### config.mk
export PLATFORM = sky130hd
export DESIGN_NAME = gol_generation_sequencer
export DESIGN_NICKNAME = d
export VERILOG_FILES = /design/src/rtl/gol_generation_sequencer.sv
export SDC_FILE = /design/constraint.sdc
export NUM_CORES = 1
export LEC_CHECK = 0
export CORE_MARGIN = 5
export CORE_UTILIZATION = 46
export CTS_CLUSTER_SIZE = 12
export DETAILED_ROUTE_END_ITERATION = 6
export PLACE_DENSITY = 0.84
export SLEW_MARGIN = 20
export SYNTH_ARGS = -nofsm -noshare
export SYNTH_HDL_FRONTEND = slang
export SYNTH_SLANG_ARGS = --single-unit
### constraint.sdc
create_clock -name clock -period 1.68 [get_ports clock]
set_input_delay 0.336 -clock clock [delete_from_list [all_inputs] [get_ports clock]]
set_output_delay 0.336 -clock clock [all_outputs]
set_load 0.005 [all_outputs]
### src/rtl/gol_generation_sequencer.sv
// Multi-generation run controller for the Game of Life core: one start/completed
// handshake per generation, ping-ponging between grid buffers A and B. Watchdog via GOL_SEQ_TIMEOUT_EN.
module gol_generation_sequencer #(
    parameter int ADDR_W         = 12,
    parameter int GEN_W          = 16,
    parameter int TIMEOUT_CYCLES = 1000000
) (
    input  logic              clock,
    input  logic              reset,
    input  logic              io_host_start,
    input  logic [GEN_W-1:0]  io_host_generations,
    input  logic [ADDR_W-1:0] io_buf_a_address,
    input  logic [ADDR_W-1:0] io_buf_b_address,
    output logic              io_core_start,
    input  logic              io_core_completed,
    output logic [ADDR_W-1:0] io_core_starting_address,
    output logic [ADDR_W-1:0] io_core_result_address,
    output logic              io_busy,
    output logic              io_done,
    output logic [GEN_W-1:0]  io_generation_count,
    output logic [ADDR_W-1:0] io_final_address,
    output logic              io_error
);

`ifdef GOL_SEQ_TIMEOUT_EN
    typedef enum logic [2:0] {
        S_IDLE, S_LAUNCH, S_RUN, S_RELEASE, S_DONE, S_ERROR
    } state_t;
    localparam logic [19:0] TMO_LAST = 20'(TIMEOUT_CYCLES - 1);
    logic [19:0] tmo_q, tmo_d;
    logic        error_q, error_d;
`else
    typedef enum logic [2:0] {
        S_IDLE, S_LAUNCH, S_RUN, S_RELEASE, S_DONE
    } state_t;
`endif

    state_t            state_q, state_d;
    logic              prev_q, prev_d;
    logic [GEN_W-1:0]  gens_q, gens_d;
    logic [GEN_W-1:0]  count_q, count_d;
    logic [ADDR_W-1:0] a_q, a_d, b_q, b_d;
    logic [ADDR_W-1:0] saddr_q, saddr_d, raddr_q, raddr_d;
    logic [ADDR_W-1:0] final_q, final_d;
    logic              start_q, start_d;
    logic              busy_q, busy_d;
    logic              done_q, done_d;
    logic              host_edge;

    assign host_edge = io_host_start & ~prev_q;

    always_comb begin
        state_d = state_q;
        prev_d  = io_host_start;
        gens_d  = gens_q;
        count_d = count_q;
        a_d     = a_q;
        b_d     = b_q;
        saddr_d = saddr_q;
        raddr_d = raddr_q;
        final_d = final_q;
        start_d = start_q;
`ifdef GOL_SEQ_TIMEOUT_EN
        tmo_d   = tmo_q;
`endif
        unique case (state_q)
            S_IDLE: begin
                if (host_edge) begin
                    gens_d  = io_host_generations;
                    a_d     = io_buf_a_address;
                    b_d     = io_buf_b_address;
                    count_d = '0;
                    final_d = io_buf_a_address;
                    saddr_d = io_buf_a_address;
                    raddr_d = io_buf_b_address;
                    state_d = (io_host_generations == '0) ? S_DONE : S_LAUNCH;
                end
            end
            S_LAUNCH: begin
                start_d = 1'b1;
                state_d = S_RUN;
`ifdef GOL_SEQ_TIMEOUT_EN
                tmo_d   = '0;
`endif
            end
            S_RUN: begin
                if (io_core_completed) begin
                    start_d = 1'b0;
                    count_d = count_q + 1'b1;
                    final_d = raddr_q;
                    state_d = S_RELEASE;
                end
            end
            S_RELEASE: begin
                // Equality stop: the count can never wrap, even at all-ones gens
                if (!io_core_completed) begin
                    if (count_q == gens_q) begin
                        state_d = S_DONE;
                    end else begin
                        saddr_d = count_q[0] ? b_q : a_q;
                        raddr_d = count_q[0] ? a_q : b_q;
                        state_d = S_LAUNCH;
                    end
                end
            end
            S_DONE: begin
                if (!io_host_start) state_d = S_IDLE;
            end
`ifdef GOL_SEQ_TIMEOUT_EN
            S_ERROR: begin
                if (!io_host_start) state_d = S_IDLE;
            end
`endif
            default: state_d = S_IDLE;
        endcase
`ifdef GOL_SEQ_TIMEOUT_EN
        if (state_q == S_RUN || state_q == S_RELEASE) begin
            if (tmo_q == TMO_LAST) begin
                state_d = S_ERROR;
                start_d = 1'b0;
            end else begin
                tmo_d = tmo_q + 20'd1;
            end
        end
        error_d = (state_d == S_ERROR);
`endif
        busy_d = (state_d == S_LAUNCH) || (state_d == S_RUN) ||
                 (state_d == S_RELEASE);
        done_d = (state_d == S_DONE);
    end

    always_ff @(posedge clock) begin
        if (reset) begin
            state_q <= S_IDLE;
            prev_q  <= 1'b0;
            gens_q  <= '0;
            count_q <= '0;
            a_q     <= '0;
            b_q     <= '0;
            saddr_q <= '0;
            raddr_q <= '0;
            final_q <= '0;
            start_q <= 1'b0;
            busy_q  <= 1'b0;
            done_q  <= 1'b0;
`ifdef GOL_SEQ_TIMEOUT_EN
            tmo_q   <= '0;
            error_q <= 1'b0;
`endif
        end else begin
            state_q <= state_d;
            prev_q  <= prev_d;
            gens_q  <= gens_d;
            count_q <= count_d;
            a_q     <= a_d;
            b_q     <= b_d;
            saddr_q <= saddr_d;
            raddr_q <= raddr_d;
            final_q <= final_d;
            start_q <= start_d;
            busy_q  <= busy_d;
            done_q  <= done_d;
`ifdef GOL_SEQ_TIMEOUT_EN
            tmo_q   <= tmo_d;
            error_q <= error_d;
`endif
        end
    end

    assign io_core_start            = start_q;
    assign io_core_starting_address = saddr_q;
    assign io_core_result_address   = raddr_q;
    assign io_busy                  = busy_q;
    assign io_done                  = done_q;
    assign io_generation_count      = count_q;
    assign io_final_address         = final_q;
`ifdef GOL_SEQ_TIMEOUT_EN
    assign io_error                 = error_q;
`else
    assign io_error                 = 1'b0;
`endif

endmodule
### Word-level counts from Yosys, hierarchy flattened

Index checks and enable logic that the tools add are counted.

* add/subtract/negate cells: 1
* eq/ne operators: 13
* mux-type cells: 24
* bitwise operators: 2
* reductions and logical operators: 11

Operators with widths (count)
* $mux 12: 9
* $pmux 12 s2: 3
* $mux 16: 2
* $pmux 16 s2: 1
* $mux 3: 6
* $add 16x1->16 const B: 1
* $eq 16x16->1: 1
* $logic_not 16->1: 1
* $pmux 3 s5: 1
* $eq 3x2->1 const B: 4
* $ne 2x2->1 const B: 4
* $eq 3x1->1 const B: 2
* $eq 3x3->1 const B: 2
* $reduce_bool 2->1: 3
* $reduce_and 2->1: 2
* $reduce_and 4->1: 1
* $logic_not 3->1: 1
* $reduce_and 3->1: 1
* $logic_or 1x1->1: 2
* $pmux 1 s2: 1
* $and 1x1->1: 1
* $mux 1: 1
* $not 1->1: 1

* register bits: 99
* output and inout bits: 56

### Depth between registers and ports, before layout

Gate-level depths: netlist (run 1).

* word-level depth: 7
* mapped depth: 7
* gate-level depth less buffers: 6

### Worst setup path before layout (run 1)

Ideal clock, no wire load.

* kind: register to register
* start: reg count_q[0] (netlist: io_generation_count[0])
* end: reg raddr_q[10] (netlist: io_core_result_address[10])
* library setup time: 0.122 ns
* data arrival time: 1.729 ns
* path slack: -0.170 ns
* cell stages (with the launch flop): 7
* cells stage by stage: dfxtp_1 buf_2 buf_1 mux2_2 mux2i_1 nor2_1 a221o_1

* word-level cells in the longest chain between the ends: 4

Ends and longest elaborated chain
* start: declaration: line 41 `logic [GEN_W-1:0] count_q, count_d;`
* start signal: assignment: line 154 `count_q <= count_d;`
* branches (longest 4 deep; another with $eq 16x16->1)
* end signal: assignment: line 158 `raddr_q <= raddr_d;`
* end: declaration: line 43 `logic [ADDR_W-1:0] saddr_q, saddr_d, raddr_q, raddr_d;`

Parallel ways; which one is timed is not known. The select of a mux whose other input is x is not followed.
A chain may end at the register's enable or synchronous reset.

### Worst setup path in the final report (run 1)

* start: reg count_q[8] (netlist: io_generation_count[8])
* end: reg raddr_q[6] (netlist: io_core_result_address[6])

* word-level cells in the longest chain between the ends: 3

Ends and longest elaborated chain
* $eq 16x16->1: line 97 `if (count_q == gens_q) begin`
* $ne 2x2->1 (no line)
* $reduce_and 4->1 (no line)

No other way between the ends.

==> results of run 1 <==
[routing by layer]
metal  vias up  share of wire [%]  wire length (um)
met5         -                  0                 0
met4         0                2.5               349
met3        34                5.4               759
met2       164                 49              6850
met1      2119                 43              6010
li1       2107                  -                 -
[registers in the layout, summed over array words and instances (netlist names)]
| name | cells |
|---|---|
| io_final_address | 12 |
| a_q | 12 |
| io_busy | 1 |
| io_core_start | 1 |
| io_core_result_address | 12 |
| state_q | 3 |
| io_done | 1 |
| io_generation_count | 16 |
| prev_q | 1 |
| io_core_starting_address | 12 |
| gens_q | 16 |
| b_q | 12 |
[through the flow]
stage	area, um^2	setup WS (ps)
3_5_place_dp	6170	-516
2_1_floorplan	4630	-5.63
4_1_cts	6360	-243
5_1_grt	6420	-353
3_3_place_gp	6170	-493
6_report	6420	-277
[worst max-delay path: stages, from the launching register on]
cell and delay (ps):
dfxtp_2 380, xor2_1 190, nor4_2 80, buf_4 140
and4_4 160, nor4b_4 570, buf_4 240, a221o_1 140
[path summary, 6_finish.rpt]
check	endpoint	slack (ps)	depth (start not counted)
worst max-delay path	io_core_result_address[6]	-280	7
worst min-delay path	prev_q	390	2
worst max register to register	io_core_result_address[6]	-280	7
worst min register to register	gens_q[0]	470	2
[report_power, final]
group          internal, mW  leakage, nW  total (mW)  switching, mW
clock network         0.555       0.0848        1.43          0.877
logic                 0.611         1.67        1.16          0.548
registers              2.52        0.821        2.65          0.132
total                  3.68         2.58        5.24           1.56
[logic make-up after synthesis]
| logic type | synth area share (%) |
|---|---|
| AND/OR/NAND/NOR | 19.0 |
| AO/OA/AOI/OAI | 15.0 |
| flip-flops | 43.0 |
| multiplexers | 13.7 |
| buffers and inverters | 3.90 |
| XOR/XNOR | 5.12 |
| adder cells (fa/ha/maj) | 0.271 |
| other | 0.0813 |
[repair_timing]
action                     CTS  global route
resized for setup           29            16
hold buffers                 0             0
setup endpoints to repair   47            60
pin swaps                    4             7
buffers inserted             1             3
[area by class of cell]
class                   count  area share (%)
well taps                 133            2.59
clock inverters             6           0.760
repair buffers            164            24.2
clock buffers              10            1.99
multi-input cells         377            38.9
inverters                   4           0.234
flip-flops and latches     99            31.4
[Yosys cell counts, types with 4 or more instances]
cell type	count
buf_2	9
nand2_1	95
clkbuf_1	17
a221o_1	24
nand4_1	4
dfxtp_1	99
a211oi_1	13
mux2i_1	36
xnor2_1	4
nor4_1	7
nand3_1	5
a21oi_1	47
inv_1	4
mux2_2	24
nor2_1	50
xor2_1	23
[layout by cell type (no fill, tap or decap), drive strengths merged, types with 2 or more instances in the layout]
master	n
nor3b	2
nand3	5
and4	3
dlygate4sd2	15
nand4	4
or3	2
and3	3
buf	67
mux2i	36
nor4	9
clkinv	2
nor2	51
nor3	3
a21oi	47
inv	6
clkbuf	10
o21ai	5
dlymetal6s2s	2
nor2b	2
mux2	24
clkdlybuf4s50	80
dfxtp	99
xor2	23
o211ai	2
a221o	24
clkinvlp	2
xnor2	4
a211oi	13
nand2	95
and2	3
==> out/metrics.yaml, run 1 <==
fp.dieH_um: 110
coreArea_mm2: 0.00977
instances_no_fill: 793
synth_area_leaders: "dfxtp_1 (43%), mux2i_1 (7.8%), nand2_1 (7.7%), mux2_2 (5.9%), a221o_1 (5.2%)"
hold_violations: 0
syn_area_mm2: 0.00461
clkLatencyLatePin_ps: 380
violations: "negative setup slack"
synth.avg_cell_area_um2: 8.98
synth-seq-cells: 99
fin_hold_ws_ps: 393
slew_headroom_pct: 56.3
vias_per_cell: 5.58
drive_gt1_share_pct: 22.1
finalClockSkew_ps: 16.0
die_w_um: 110
postRouteAntennaNets: 0
cts_root_buffer: "clkbuf_8"
end_kind: "flop"
first_pass_iters: 4
peakVddDrop_mv: 0.441
slew_viol_final: 0
cts_buffer_depth: 2
final_core_util_pct: 65.7
setup_ws_ps: -277
fmax_ghz: 0.511
path_clk_slew_ps: 100
min_period_ps: 1960
cts_sinks: 99
dp_hpwl_mm: 10.0
ys_warn_count: 0
port_buffers: 98
postSynthCellCount: 514
r2r-start: "io_generation_count[8]"
async_flop_share_pct: 0
power_density_mw_per_mm2: 816
drc_errors: 0
multi_input_area_mm2: 0.00250
synth_edf_count: 0
rows: 36
synth_fp_nets: 559
dp.cells: 775
startpoint_type: "flop"
critical_path_required_ps: 1990
critical_path.startpoint: "io_generation_count[8]"
fin_crit_sh_pct: 116
min_path_type: "in -> reg"
grt_pass1_vias: 4343
wl_per_cell_um: 17.6
ys.flop_type: "dfxtp_1"
drt-total-wl_mm: 14.0
grt-ovfl-total: 0
power_mw: 5.24
grt.met1_usage_pct: 30.4
crit_type: "reg -> reg"
gp_congestion: 0.857
grtUsageMet3_pct: 3.55
grt_max_degree: 40
setup_violations: 26
nFillCells: 751
synth.largest_area_cell: "dfxtp_1"
worstMarginPinSlew_ps: 653
areaGrowthSynthToFinish_pct: 39.2
synth.distinct_cells: 51
antenna_found_initial: 0
ios: 100
synth_top_cell_area_share_pct: 43.0
grtUsageTotal_pct: 23.1
grt_use_met2_pct: 38.5
grt-busiest-layer: "met2"
vias: 4424
grt_pass1_wl_mm: 22.0
worstHoldStart: "io_host_start"
seq_area_mm2: 0.00201
power_leakage_nw: 2.58
die-area_mm2: 0.0121
rsz0062_at_grt: "true"
drv_cap: 0
h-tree-depth: 3
finalNetCount: 700
cts_buffers: 9
insertedDiodeCount: 0
start_util_pct: 47.2
crit_arrival_ps: 2270
initialDrtViolationCount: 251
final.setup.tns_ps: -5870
status: "complete, but fails checks"
seq_area_frac_synth_pct: 43.0
cts_tree: "yes"
critPathMaxFanout: 7
Note: power is estimated with default switching activity, not from simulation.
==> run 2: changes to the inputs <==
--- a/config.mk
+++ b/config.mk
@@ -7,7 +7,7 @@
 export LEC_CHECK = 0
 export CORE_MARGIN = 5
 export CORE_UTILIZATION = 46
-export CTS_CLUSTER_SIZE = 12
+export CTS_CLUSTER_SIZE = 28
 export DETAILED_ROUTE_END_ITERATION = 6
 export PLACE_DENSITY = 0.84
 export SLEW_MARGIN = 20
==> results of run 2 <==
No change in the layout: final DEF, timing and power equal those of run 1.
